--- config.mk ---
export PLATFORM = sky130hd
export DESIGN_NAME = forward_sel_gen
export DESIGN_NICKNAME = d
export VERILOG_FILES = /design/src/rtl/forward_sel_gen.sv
export SDC_FILE = /design/constraint.sdc
export NUM_CORES = 1
export LEC_CHECK = 0
export CAP_MARGIN = 20
export CORE_AREA = 2 2 47 49
export CTS_CLUSTER_DIAMETER = 150
export CTS_CLUSTER_SIZE = 16
export DETAILED_ROUTE_END_ITERATION = 6
export DIE_AREA = 0 0 49 51
export HOLD_SLACK_MARGIN = 0.12
export MAX_ROUTING_LAYER = met4
export PLACE_DENSITY = 0.82
export SLEW_MARGIN = 30
export SYNTH_ARGS = -nofsm -noshare
export SYNTH_HDL_FRONTEND = slang
export SYNTH_SLANG_ARGS = --single-unit
--- constraint.sdc ---
create_clock -name clk_i -period 2.6 [get_ports clk_i]
set_clock_uncertainty 0.2 [all_clocks]
set_input_delay 0.39 -clock clk_i [delete_from_list [all_inputs] [get_ports clk_i]]
set_output_delay 0.39 -clock clk_i [all_outputs]
set_load 0.1 [all_outputs]
--- src/rtl/forward_sel_gen.sv ---
// Forwarding select and load-use stall generator for the 5-stage pipeline.
// Ports: clk_i/rst_i (sync, active-low); id_* decoded ID fields; flush_i;
//        fwd_a_o/fwd_b_o registered EX mux selects; stall_o load-use stall.
module forward_sel_gen #(
  parameter int REG_W = 5
) (
  input  logic             clk_i,
  input  logic             rst_i,
  input  logic             id_valid_i,
  input  logic [REG_W-1:0] id_rs_i,
  input  logic [REG_W-1:0] id_rt_i,
  input  logic             id_use_rt_i,
  input  logic [REG_W-1:0] id_dst_i,
  input  logic             id_regwrite_i,
  input  logic             id_memread_i,
  input  logic             flush_i,
  output logic [1:0]       fwd_a_o,
  output logic [1:0]       fwd_b_o,
  output logic             stall_o
);

  localparam logic [1:0] SEL_RF  = 2'b00;
  localparam logic [1:0] SEL_WB  = 2'b01;
  localparam logic [1:0] SEL_MEM = 2'b10;

  // ID/EX shadow
  logic             r_ex_v;
  logic             r_ex_rw;
  logic             r_ex_mr;
  logic [REG_W-1:0] r_ex_dst;

  // EX/MEM shadow. The MEM/WB entry is not kept: the register file is
  // write-before-read, so nothing ever forwards from beyond EX/MEM's
  // successor, and a select of 01 is decided while the producer is
  // still in EX/MEM (it reaches MEM/WB on the same edge).
  logic             r_mem_v;
  logic             r_mem_rw;
  logic [REG_W-1:0] r_mem_dst;

  logic [1:0]       r_fwd_a;
  logic [1:0]       r_fwd_b;

  logic w_ex_q;
  logic w_mem_q;
  logic w_ex_rs;
  logic w_ex_rt;
  logic w_mem_rs;
  logic w_mem_rt;
  logic w_stall;
  logic w_bubble;
  logic [1:0] w_sel_a;
  logic [1:0] w_sel_b;

  assign w_ex_q  = r_ex_v & r_ex_rw & (r_ex_dst != '0);
  assign w_mem_q = r_mem_v & r_mem_rw & (r_mem_dst != '0);

  assign w_ex_rs  = w_ex_q & (r_ex_dst == id_rs_i);
  assign w_ex_rt  = w_ex_q & (r_ex_dst == id_rt_i);
  assign w_mem_rs = w_mem_q & (r_mem_dst == id_rs_i);
  assign w_mem_rt = w_mem_q & (r_mem_dst == id_rt_i);

  // A load in ID/EX cannot feed a consumer from EX/MEM; hold one cycle.
  assign w_stall = id_valid_i & r_ex_mr & ~flush_i
                 & (w_ex_rs | (id_use_rt_i & w_ex_rt));

  assign w_bubble = flush_i | w_stall | ~id_valid_i;

  // Newest producer wins.
  always_comb begin
    w_sel_a = SEL_RF;
    w_sel_b = SEL_RF;
    if (!w_bubble) begin
      if (w_ex_rs)       w_sel_a = SEL_MEM;
      else if (w_mem_rs) w_sel_a = SEL_WB;
      if (id_use_rt_i) begin
        if (w_ex_rt)       w_sel_b = SEL_MEM;
        else if (w_mem_rt) w_sel_b = SEL_WB;
      end
    end
  end

  always_ff @(posedge clk_i) begin
    if (!rst_i) begin
      r_ex_v    <= 1'b0;
      r_ex_rw   <= 1'b0;
      r_ex_mr   <= 1'b0;
      r_ex_dst  <= '0;
      r_mem_v   <= 1'b0;
      r_mem_rw  <= 1'b0;
      r_mem_dst <= '0;
      r_fwd_a   <= SEL_RF;
      r_fwd_b   <= SEL_RF;
    end else begin
      r_mem_v   <= r_ex_v;
      r_mem_rw  <= r_ex_rw;
      r_mem_dst <= r_ex_dst;
      if (w_bubble) begin
        r_ex_v   <= 1'b0;
        r_ex_rw  <= 1'b0;
        r_ex_mr  <= 1'b0;
        r_ex_dst <= '0;
      end else begin
        r_ex_v   <= 1'b1;
        r_ex_rw  <= id_regwrite_i;
        r_ex_mr  <= id_memread_i;
        r_ex_dst <= id_dst_i;
      end
      r_fwd_a <= w_sel_a;
      r_fwd_b <= w_sel_b;
    end
  end

  assign fwd_a_o = r_fwd_a;
  assign fwd_b_o = r_fwd_b;
  assign stall_o = w_stall;

endmodule

==> results.json, run 1 <==
{
  "grtUsageTotal_pct": 19.7,
  "synth_seq_cells": 19,
  "drv_slew": 0,
  "rows": 17,
  "gp_congestion": 0.892,
  "clk_latency_ps": 300,
  "met2_usage_pct": 35.8,
  "avgSynthCellArea_um2": 9.46,
  "ant_nets": 0,
  "crit_type": "register to output port",
  "path_cells": "or4_4 > nor2_4 > nor4bb_4 > o21a_1 > and3b_2 > buf_12",
  "wire_per_inst_um": 13.1,
  "drc": 0,
  "numCtsBuffers": 3,
  "gr-total-overflow": 0,
  "period_minus_slack_ps": 2620,
  "hold_path.class": "register to register",
  "antenna_found_initial": 0,
  "regArea_um2": 389,
  "hold_violations": 0,
  "hpwl_mm": 1.44,
  "avgViaCountPerCell": 4.80,
  "htreeDepth": 1,
  "drt_wl_total_mm": 2.21,
  "grt_pass1_wl_mm": 3.59,
  "diodes": 0,
  "port_buffers": 26,
  "vias": 812,
  "fillerInstances": 162,
  "fin_cells": 169,
  "crit_slowest_cell": "or4_4",
  "p_leak_nw": 0.617,
  "fin_ws_ps": -21.3,
  "synthTopCellsByArea": "dfxtp_1 46%, xnor2_1 12%, xor2_1 9.5%",
  "grt_max_degree": 13,
  "rsz0062_at_grt": "yes",
  "max_cap_viol_count": 0,
  "grtUsageMet1_pct": 19.6,
  "nNetsFinal": 164,
  "syn_nets": 110,
  "fp.dieH_um": 51,
  "multi_input_area_um2": 484,
  "top_usage_layer": "met2",
  "slew_headroom_pct": 79.4,
  "worstSetupEndpointType": "output port",
  "drive_gt1_share_pct": 32.6,
  "critPathArrivalTime_ps": 2030,
  "die-area_mm2": 0.00250,
  "cts_tree": "built",
  "ff2ff_setup_slack_ps": 110,
  "core_area_mm2": 0.00206,
  "synthDistinctLibCells": 23,
  "drt_iter0_drc": 7,
  "hold_slack_ps": 266,
  "layout_commonest_cell": "buf_4",
  "ys_seq_area_share_pct": 45.7,
  "synth_top_area_cell": "dfxtp_1",
  "gr-usage-met3_pct": 5.26,
  "setup_viol": 1,
  "die_x_um": 49,
  "syn_inst": 88,
  "initial_core_util_pct": 40.3,
  "cts_buffer_depth": 2,
  "synth_edf_count": 0,
  "status": "finished with violations",
  "grt_pass1_vias": 863,
  "pin_count": 27,
  "fmax_mhz": 381,
  "worstPathRequired_ps": 2010,
  "area_growth_pct": 70.1,
  "fin_crit_sh_pct": 101,
  "power.density_mw_per_mm2": 406,
  "design_area_mm2": 0.00142,
  "violations": "setup timing",
  "dr.pass1.iters": 4,
  "ir_drop_v": 0.000326,
  "dp.cells": 152,
  "clkTransAtPathRegs_ps": 110,
  "cts_root_buf": "clkbuf_4",
  "postPlaceCellArea_mm2": 0.00120,
  "cts_sinks": 19,
  "yosysWarnings": 0,
  "tightestPinTransition_ps": 307,
  "synth_top_area_share_pct": 45.7,
  "worstSetupStartpointType": "register",
  "async_reset_ff_share_pct": 0,
  "ys.flop_type": "dfxtp_1",
  "max_stage_delay_ps": 540,
  "final_cell_mix": "20 x buf_4, 17 x clkdlybuf4s50_1, 16 x dfxtp_1",
  "crit_fanout": 3,
  "syn_area_um2": 832
}
[report_power, final]
| part | switching, mW | internal, mW | total [mW] |
|---|---|---|---|
| combinational | 0.0413 | 0.0815 | 0.123 |
| sequential | 0.00528 | 0.295 | 0.300 |
| clock | 0.0934 | 0.0586 | 0.152 |
| total | 0.140 | 0.435 | 0.575 |
[cells in the mapped netlist, drive strengths merged (2+ instances only)]
library cell	number
and2	7
nor4	2
nand2	8
and3b	2
nor2	12
xnor2	11
nor3b	2
dfxtp	19
nand4	4
nor3	2
xor2	9
[layout make-up]
cell class | count | area share (%)
Sequential cell | 19 | 27.5
Multi-Input combinational cell | 67 | 34.2
Clock inverter | 1 | 0.531
Tap cell | 28 | 2.48
Clock buffer | 3 | 1.59
Timing Repair Buffer | 51 | 33.7
[metal layers]
layer	routed length (um)	part of all wire (%)	vias to the layer above
li1	-	-	408
met1	849	38	372
met3	106	4.8	5
met4	44	2.0	0
met2	1210	55	27
met5	0	0	-
[registers in the layout (all words and copies together), names as in the netlist]
name       cells
r_ex_dst       5
r_ex_v         1
r_ex_rw        1
r_mem_dst      5
fwd_a_o        2
r_mem_v        1
r_ex_mr        1
fwd_b_o        2
r_mem_rw       1
[metrics by stage]
step / power [mW] / setup WS (ps) / TNS (ps) / utilization [%]
5_1_grt: 0.596 / -141 / -141 / 68.6
6_report: 0.575 / -21.3 / -21.3 / 68.6
2_1_floorplan: 0.335 / 212 / 0 / -
4_1_cts: 0.559 / -105 / -147 / 65.8
3_3_place_gp: 0.385 / -127 / -127 / 58.3
3_5_place_dp: 0.388 / -135 / -135 / 58.3
[worst max-delay path: cells and delay by family (launching register included)]
kind | cells | cell delay, ps
buf+inv | 1 | 160
compound gates | 1 | 200
flops | 1 | 360
simple gates | 4 | 1000
[worst paths after layout]
| check | from | to | cells after the start |
|---|---|---|---|
| setup / recovery | r_ex_dst[3] | stall_o | 6 |
| hold reg to reg | r_ex_rw | r_mem_rw | 1 |
| setup reg to reg | r_ex_dst[3] | fwd_b_o[0] | 14 |
| hold / removal | r_ex_rw | r_mem_rw | 1 |
[kinds of logic after synthesis]
kind of cell | share of synthesized area (%)
flip-flops | 45.7
XOR/XNOR | 21.1
buffers and inverters | 1.80
AND/OR/NAND/NOR | 28.0
AO/OA/AOI/OAI | 3.46
[timing repair]
item	CTS	global route
endpoints found under the hold margin	0	0
hold buffers	0	0
setup buffers	15	1
pin swaps	6	8
endpoints found under the setup margin	1	2
resized for setup	10	16
No activity file was read; power rests on OpenSTA's default activity.
==> inputs of run 2 (changes only) <==
--- a/config.mk
+++ b/config.mk
@@ -13,7 +13,7 @@
 export DIE_AREA = 0 0 49 51
 export HOLD_SLACK_MARGIN = 0.12
 export MAX_ROUTING_LAYER = met4
-export PLACE_DENSITY = 0.82
+export PLACE_DENSITY = 0.74
 export SLEW_MARGIN = 30
 export SYNTH_ARGS = -nofsm -noshare
 export SYNTH_HDL_FRONTEND = slang
==> run 2 against run 1 <==
Effect of this change:
- largest power group unchanged
- routed wire length rose by 3.0%
- die area did not move
- cell area fell by 1.8%
- first-iteration DRC count rose by 43%
- the flow still finishes with violations (setup timing)
- final cell count rose by 1.2%
==> results.json, run 2 (synthesis results as in run 1) <==
{
  "dr.pass1.iters": 3,
  "pin_count": 27,
  "clkTransAtPathRegs_ps": 110,
  "crit_type": "register to output port",
  "cts_sinks": 19,
  "fin_ws_ps": -74.5,
  "hpwl_mm": 1.49,
  "slew_headroom_pct": 79.6,
  "wire_per_inst_um": 13.3,
  "max_cap_viol_count": 0,
  "antenna_found_initial": 0,
  "numCtsBuffers": 3,
  "gr-total-overflow": 0,
  "whs_endpoint": "r_mem_rw",
  "drt_wl_total_mm": 2.28,
  "port_buffers": 26,
  "grt_pass1_vias": 836,
  "fin_crit_sh_pct": 103,
  "p_leak_nw": 0.596,
  "cts_root_buf": "clkbuf_4",
  "reg2reg_depth": 16,
  "violations": "setup timing",
  "hold_violations": 0,
  "cts_tree": "built",
  "reg.largest.list": "r_ex_dst (5), r_mem_dst (5)",
  "tightestPinTransition_ps": 303,
  "hp-start": "r_ex_rw",
  "cts_buffer_depth": 2,
  "worstPathRequired_ps": 2010,
  "avgViaCountPerCell": 4.72,
  "clk_latency_ps": 290,
  "power.density_mw_per_mm2": 397,
  "p_int_mw": 0.419,
  "diodes": 0,
  "drive_gt1_share_pct": 34.3,
  "rsz0062_at_grt": "yes",
  "grtUsageTotal_pct": 19.0,
  "cts_hold_buf": 0,
  "ff2ff_setup_slack_ps": -60,
  "die_x_um": 49,
  "hold_path_depth": 1,
  "drc": 0,
  "sequentialPowerShare_pct": 54.7,
  "drv_slew": 0,
  "fin_cells": 171,
  "htreeDepth": 1,
  "rows": 17,
  "status": "finished with violations",
  "design_area_mm2": 0.00139,
  "area_growth_pct": 67.1,
  "setup_viol": 2,
  "reg2reg_from": "r_ex_dst[3]",
  "fp.dieH_um": 51,
  "postPlaceCellArea_mm2": 0.00119,
  "core_area_mm2": 0.00206,
  "fillerInstances": 164,
  "initial_core_util_pct": 40.3,
  "gp_congestion": 0.949,
  "p_total_mw": 0.552,
  "p_sw_mw": 0.132,
  "layout_commonest_cell": "buf_4",
  "comb_power_share_pct": 18.1,
  "grt_max_degree": 13,
  "period_minus_slack_ps": 2670,
  "drt_iter0_drc": 10,
  "grt_pass1_wl_mm": 3.54,
  "p_sw_share_pct": 24.0,
  "critPathArrivalTime_ps": 2080,
  "r2r_end": "fwd_b_o[0]",
  "fmax_mhz": 374,
  "final_cell_mix": "30 x buf_4, 17 x clkdlybuf4s50_1, 14 x dfxtp_1",
  "ir_drop_v": 0.000344,
  "nNetsFinal": 166,
  "worstSetupEndpointType": "output port",
  "p_clk_share_pct": 27.2,
  "ant_nets": 0,
  "worstSetupStartpointType": "register",
  "vias": 807,
  "die-area_mm2": 0.00250,
  "crit_fanout": 3,
  "hold_path.class": "register to register",
  "dp.cells": 150
}
==> run 2: cell count changes in the layout (fill, tap and decap cells not counted), moves of 2 or more <==
cell / previous run / this run
buf_4: 20 / 30
dfxtp_1: 16 / 14
buf_6: 9 / 1
dfxtp_2: 1 / 4
==> run 2: layout make-up <==
cell class	instances	area, um2	share of cell area (%)
timing repair buffer	53	462	33.2
clock buffer	3	22.5	1.62
tap	28	35.0	2.52
sequential	19	389	28.0
clock inverter	1	7.51	0.540
multi-input combinational	67	474	34.1
==> run 2: power groups by stage <==
stage / clock (mW) / sequential (mW) / combinational [mW]
after detailed placement: 0 / 0.309 / 0.0782
after global routing: 0.169 / 0.302 / 0.107
final: 0.150 / 0.302 / 0.0999
after floorplan: 0 / 0.307 / 0.0277
after CTS: 0.152 / 0.301 / 0.0947
after global placement: 0 / 0.308 / 0.0769
==> run 2: repair_timing <==
action / in CTS / in global routing
setup buffers: 16 / 1
resized for setup: 11 / 6
endpoints found under the setup margin: 1 / 2
pin swaps: 3 / 5
==> run 2: critical path, stage by stage, from the launching register on <==
cell	delay, ps
dfxtp_2	340
buf_6	120
xnor2_2	130
nand4_1	190
nor4bb_2	330
buf_4	170
o21a_1	110
and3b_2	210
buf_12	170
==> run 2: worst max-delay path by stage <==
| stage | slack [ps] | to | cells past startpoint | startpoint |
|---|---|---|---|---|
| finish | -70 | stall_o | 8 | r_ex_dst[3] |
| global route | -210 | stall_o | 8 | r_ex_dst[3] |
| CTS | -60 | stall_o | 7 | r_ex_dst[4] |
| detailed placement | -150 | stall_o | 8 | id_rt_i[0] |
| global placement | -130 | stall_o | 8 | id_rt_i[0] |
| floorplan | 210 | stall_o | 6 | id_rt_i[0] |
==> run 2: routing by layer <==
| metal | routed length (um) | global-route usage [%] |
|---|---|---|
| met4 | 0 | 6.67 |
| met2 | 1230 | 35.8 |
| met5 | 0 | - |
| met3 | 84 | 3.80 |
| met1 | 964 | 19.9 |
==> run 2: metrics by stage <==
step                setup TNS, ps  util (%)  hold WS (ps)  worst slack (ps)
CTS                         -57.2      65.7           271             -57.2
detailed placement           -154      57.6           243              -154
finish                       -136      67.4           273             -74.5
global route                 -370      67.4           300              -213
global placement             -133      57.6           242              -133
floorplan                       0         -           230               212
==> inputs of run 3 (changes only) <==
--- a/config.mk
+++ b/config.mk
@@ -6,14 +6,15 @@
 export NUM_CORES = 1
 export LEC_CHECK = 0
 export CAP_MARGIN = 20
-export CORE_AREA = 2 2 47 49
+export CORE_AREA = 2 2 41 43
 export CTS_CLUSTER_DIAMETER = 150
 export CTS_CLUSTER_SIZE = 16
 export DETAILED_ROUTE_END_ITERATION = 6
-export DIE_AREA = 0 0 49 51
+export DIE_AREA = 0 0 43 45
+export DONT_BUFFER_PORTS = 1
 export HOLD_SLACK_MARGIN = 0.12
 export MAX_ROUTING_LAYER = met4
-export PLACE_DENSITY = 0.74
+export PLACE_DENSITY = 0.72
 export SLEW_MARGIN = 30
 export SYNTH_ARGS = -nofsm -noshare
 export SYNTH_HDL_FRONTEND = slang
==> run 3 against run 2 <==
Effect of this change:
- the run now ends clean
- count of clock-buffer cells in the layout unchanged
- hold slack worse by 150 ps
- fmax increased by 3.6%
- non-clock buffer count fell by 36
- register-to-register slack improved by 820 ps
- critical path depth is 2 lower
- largest power group unchanged
- sequential power barely moved
- final cell count shrank 28%
- cell area shrank 23%
- combinational power decreased by 50%
- die area shrank 23%
==> results.json, run 3 (synthesis results as in run 1) <==
{
  "sequentialPowerShare_pct": 60.8,
  "grt_pass1_vias": 651,
  "diodes": 0,
  "drive_gt1_share_pct": 17.8,
  "nNetsFinal": 130,
  "drt_wl_total_mm": 1.78,
  "cts_buffer_depth": 2,
  "status": "completed",
  "ir_drop_v": 0.000351,
  "initial_core_util_pct": 56.5,
  "p_sw_share_pct": 22.5,
  "antenna_found_initial": 0,
  "dr.pass1.iters": 4,
  "hold_path.class": "input pin to register",
  "die_x_um": 43,
  "grt_pass1_wl_mm": 2.86,
  "critPathArrivalTime_ps": 1990,
  "ant_nets": 0,
  "fp.dieH_um": 45,
  "wire_per_inst_um": 14.5,
  "final_cell_mix": "16 x dfxtp_1, 11 x xnor2_1, 11 x nor2_1, 11 x dlygate4sd3_1, 9 x xor2_1",
  "clkTransAtPathRegs_ps": 110,
  "slew_headroom_pct": 74.8,
  "tightestPinTransition_ps": 375,
  "crit_type": "register to output port",
  "layout_commonest_cell": "dfxtp_1",
  "grtUsageMet1_pct": 23.3,
  "numCtsBuffers": 3,
  "p_int_mw": 0.385,
  "fin_crit_sh_pct": 99.3,
  "port_buffers": 0,
  "htreeDepth": 1,
  "top_usage_layer": "met2",
  "regArea_um2": 384,
  "hold_violations": 0,
  "area_growth_pct": 28.3,
  "rsz0062_at_grt": "yes",
  "multi_input_area_um2": 468,
  "drc": 0,
  "clk_latency_ps": 290,
  "setup_viol": 0,
  "drv_slew": 0,
  "ff2ff_setup_slack_ps": 760,
  "hold_slack_ps": 122,
  "p_leak_nw": 0.439,
  "p_sw_mw": 0.112,
  "gr-total-overflow": 0,
  "avgViaCountPerCell": 5.37,
  "grtUsageTotal_pct": 21.7,
  "worstSetupStartpointType": "register",
  "gp_congestion": 0.794,
  "core_area_mm2": 0.00147,
  "cts_sinks": 19,
  "grt_max_degree": 12,
  "fmax_mhz": 387,
  "tns_ps": 0,
  "power.density_mw_per_mm2": 466,
  "worstSetupEndpointType": "output port",
  "rows": 14,
  "gr-usage-met3_pct": 3.20,
  "cts_tree": "built",
  "cts_root_buf": "clkbuf_4",
  "die-area_mm2": 0.00194,
  "drt_iter0_drc": 19,
  "path_cells": "or4_4 > nor2_4 > nor4_2 > o21a_1 > and3b_2 > buf_12",
  "met2_usage_pct": 38.2,
  "crit_fanout": 4,
  "pin_count": 27,
  "vias": 661,
  "fillerInstances": 117,
  "period_minus_slack_ps": 2580,
  "crit_slowest_cell": "or4_4",
  "postCtsSetupBuffers": 0,
  "max_cap_viol_count": 0,
  "comb_power_share_pct": 10.1,
  "p_clk_share_pct": 29.1,
  "worstPathRequired_ps": 2010,
  "reg.largest.list": "r_ex_dst (5), r_mem_dst (5)",
  "max_stage_delay_ps": 540
}
==> run 3: worst paths after layout <==
kind	from	depth (start not counted)	end
max	r_ex_dst[3]	6	stall_o
min	id_rt_i[2]	3	fwd_b_o[0]
max reg2reg	r_ex_dst[3]	6	r_ex_dst[4]
min reg2reg	r_ex_v	1	r_mem_v
==> run 3: power groups by stage <==
stage	clock network, mW	registers (mW)	logic, mW
2_1_floorplan	0	0.307	0.0277
3_3_place_gp	0	0.308	0.0301
3_5_place_dp	0	0.308	0.0310
4_1_cts	0.150	0.302	0.0490
5_1_grt	0.163	0.303	0.0547
6_report	0.145	0.302	0.0504
==> run 3: worst max-delay path, delay by kind of cell (launching register included) <==
family | cells | cell delay [ps]
buffers and inverters | 1 | 170
flip-flops | 1 | 360
AND/OR/NAND/NOR | 4 | 990
AO/OA/AOI/OAI | 1 | 180
==> run 3: per-stage QoR <==
| step | total power [mW] | setup WS (ps) | cells | utilization [%] | cell area, um2 |
|---|---|---|---|---|---|
| 4_1_cts | 0.501 | 2.09 | 123 | 71.8 | 1060 |
| 3_3_place_gp | 0.338 | 350 | 108 | 60.9 | 896 |
| 2_1_floorplan | 0.335 | 212 | 88 | - | 833 |
| 3_5_place_dp | 0.339 | 299 | 108 | 60.9 | 896 |
| 5_1_grt | 0.521 | -68.0 | 123 | 72.5 | 1070 |
| 6_report | 0.497 | 18.8 | 123 | 72.5 | 1070 |
==> run 3: layout make-up <==
type | count | area share (%)
clock inverter | 1 | 0.469
clock buffer | 3 | 2.11
multi-input combinational | 67 | 43.8
sequential | 19 | 36.0
timing repair buffer | 17 | 15.7
tap | 16 | 1.88
==> run 3: layer usage <==
metal	vias up	wire [um]
li1	333	-
met1	303	730
met3	2	99
met5	-	0
met4	0	18
met2	23	931
==> run 3: timing repair <==
item,CTS,global route
setup endpoints to repair,1,1
resized for setup,5,3
hold buffers,11,0
endpoints found under the hold margin,18,0
pin swaps,1,1
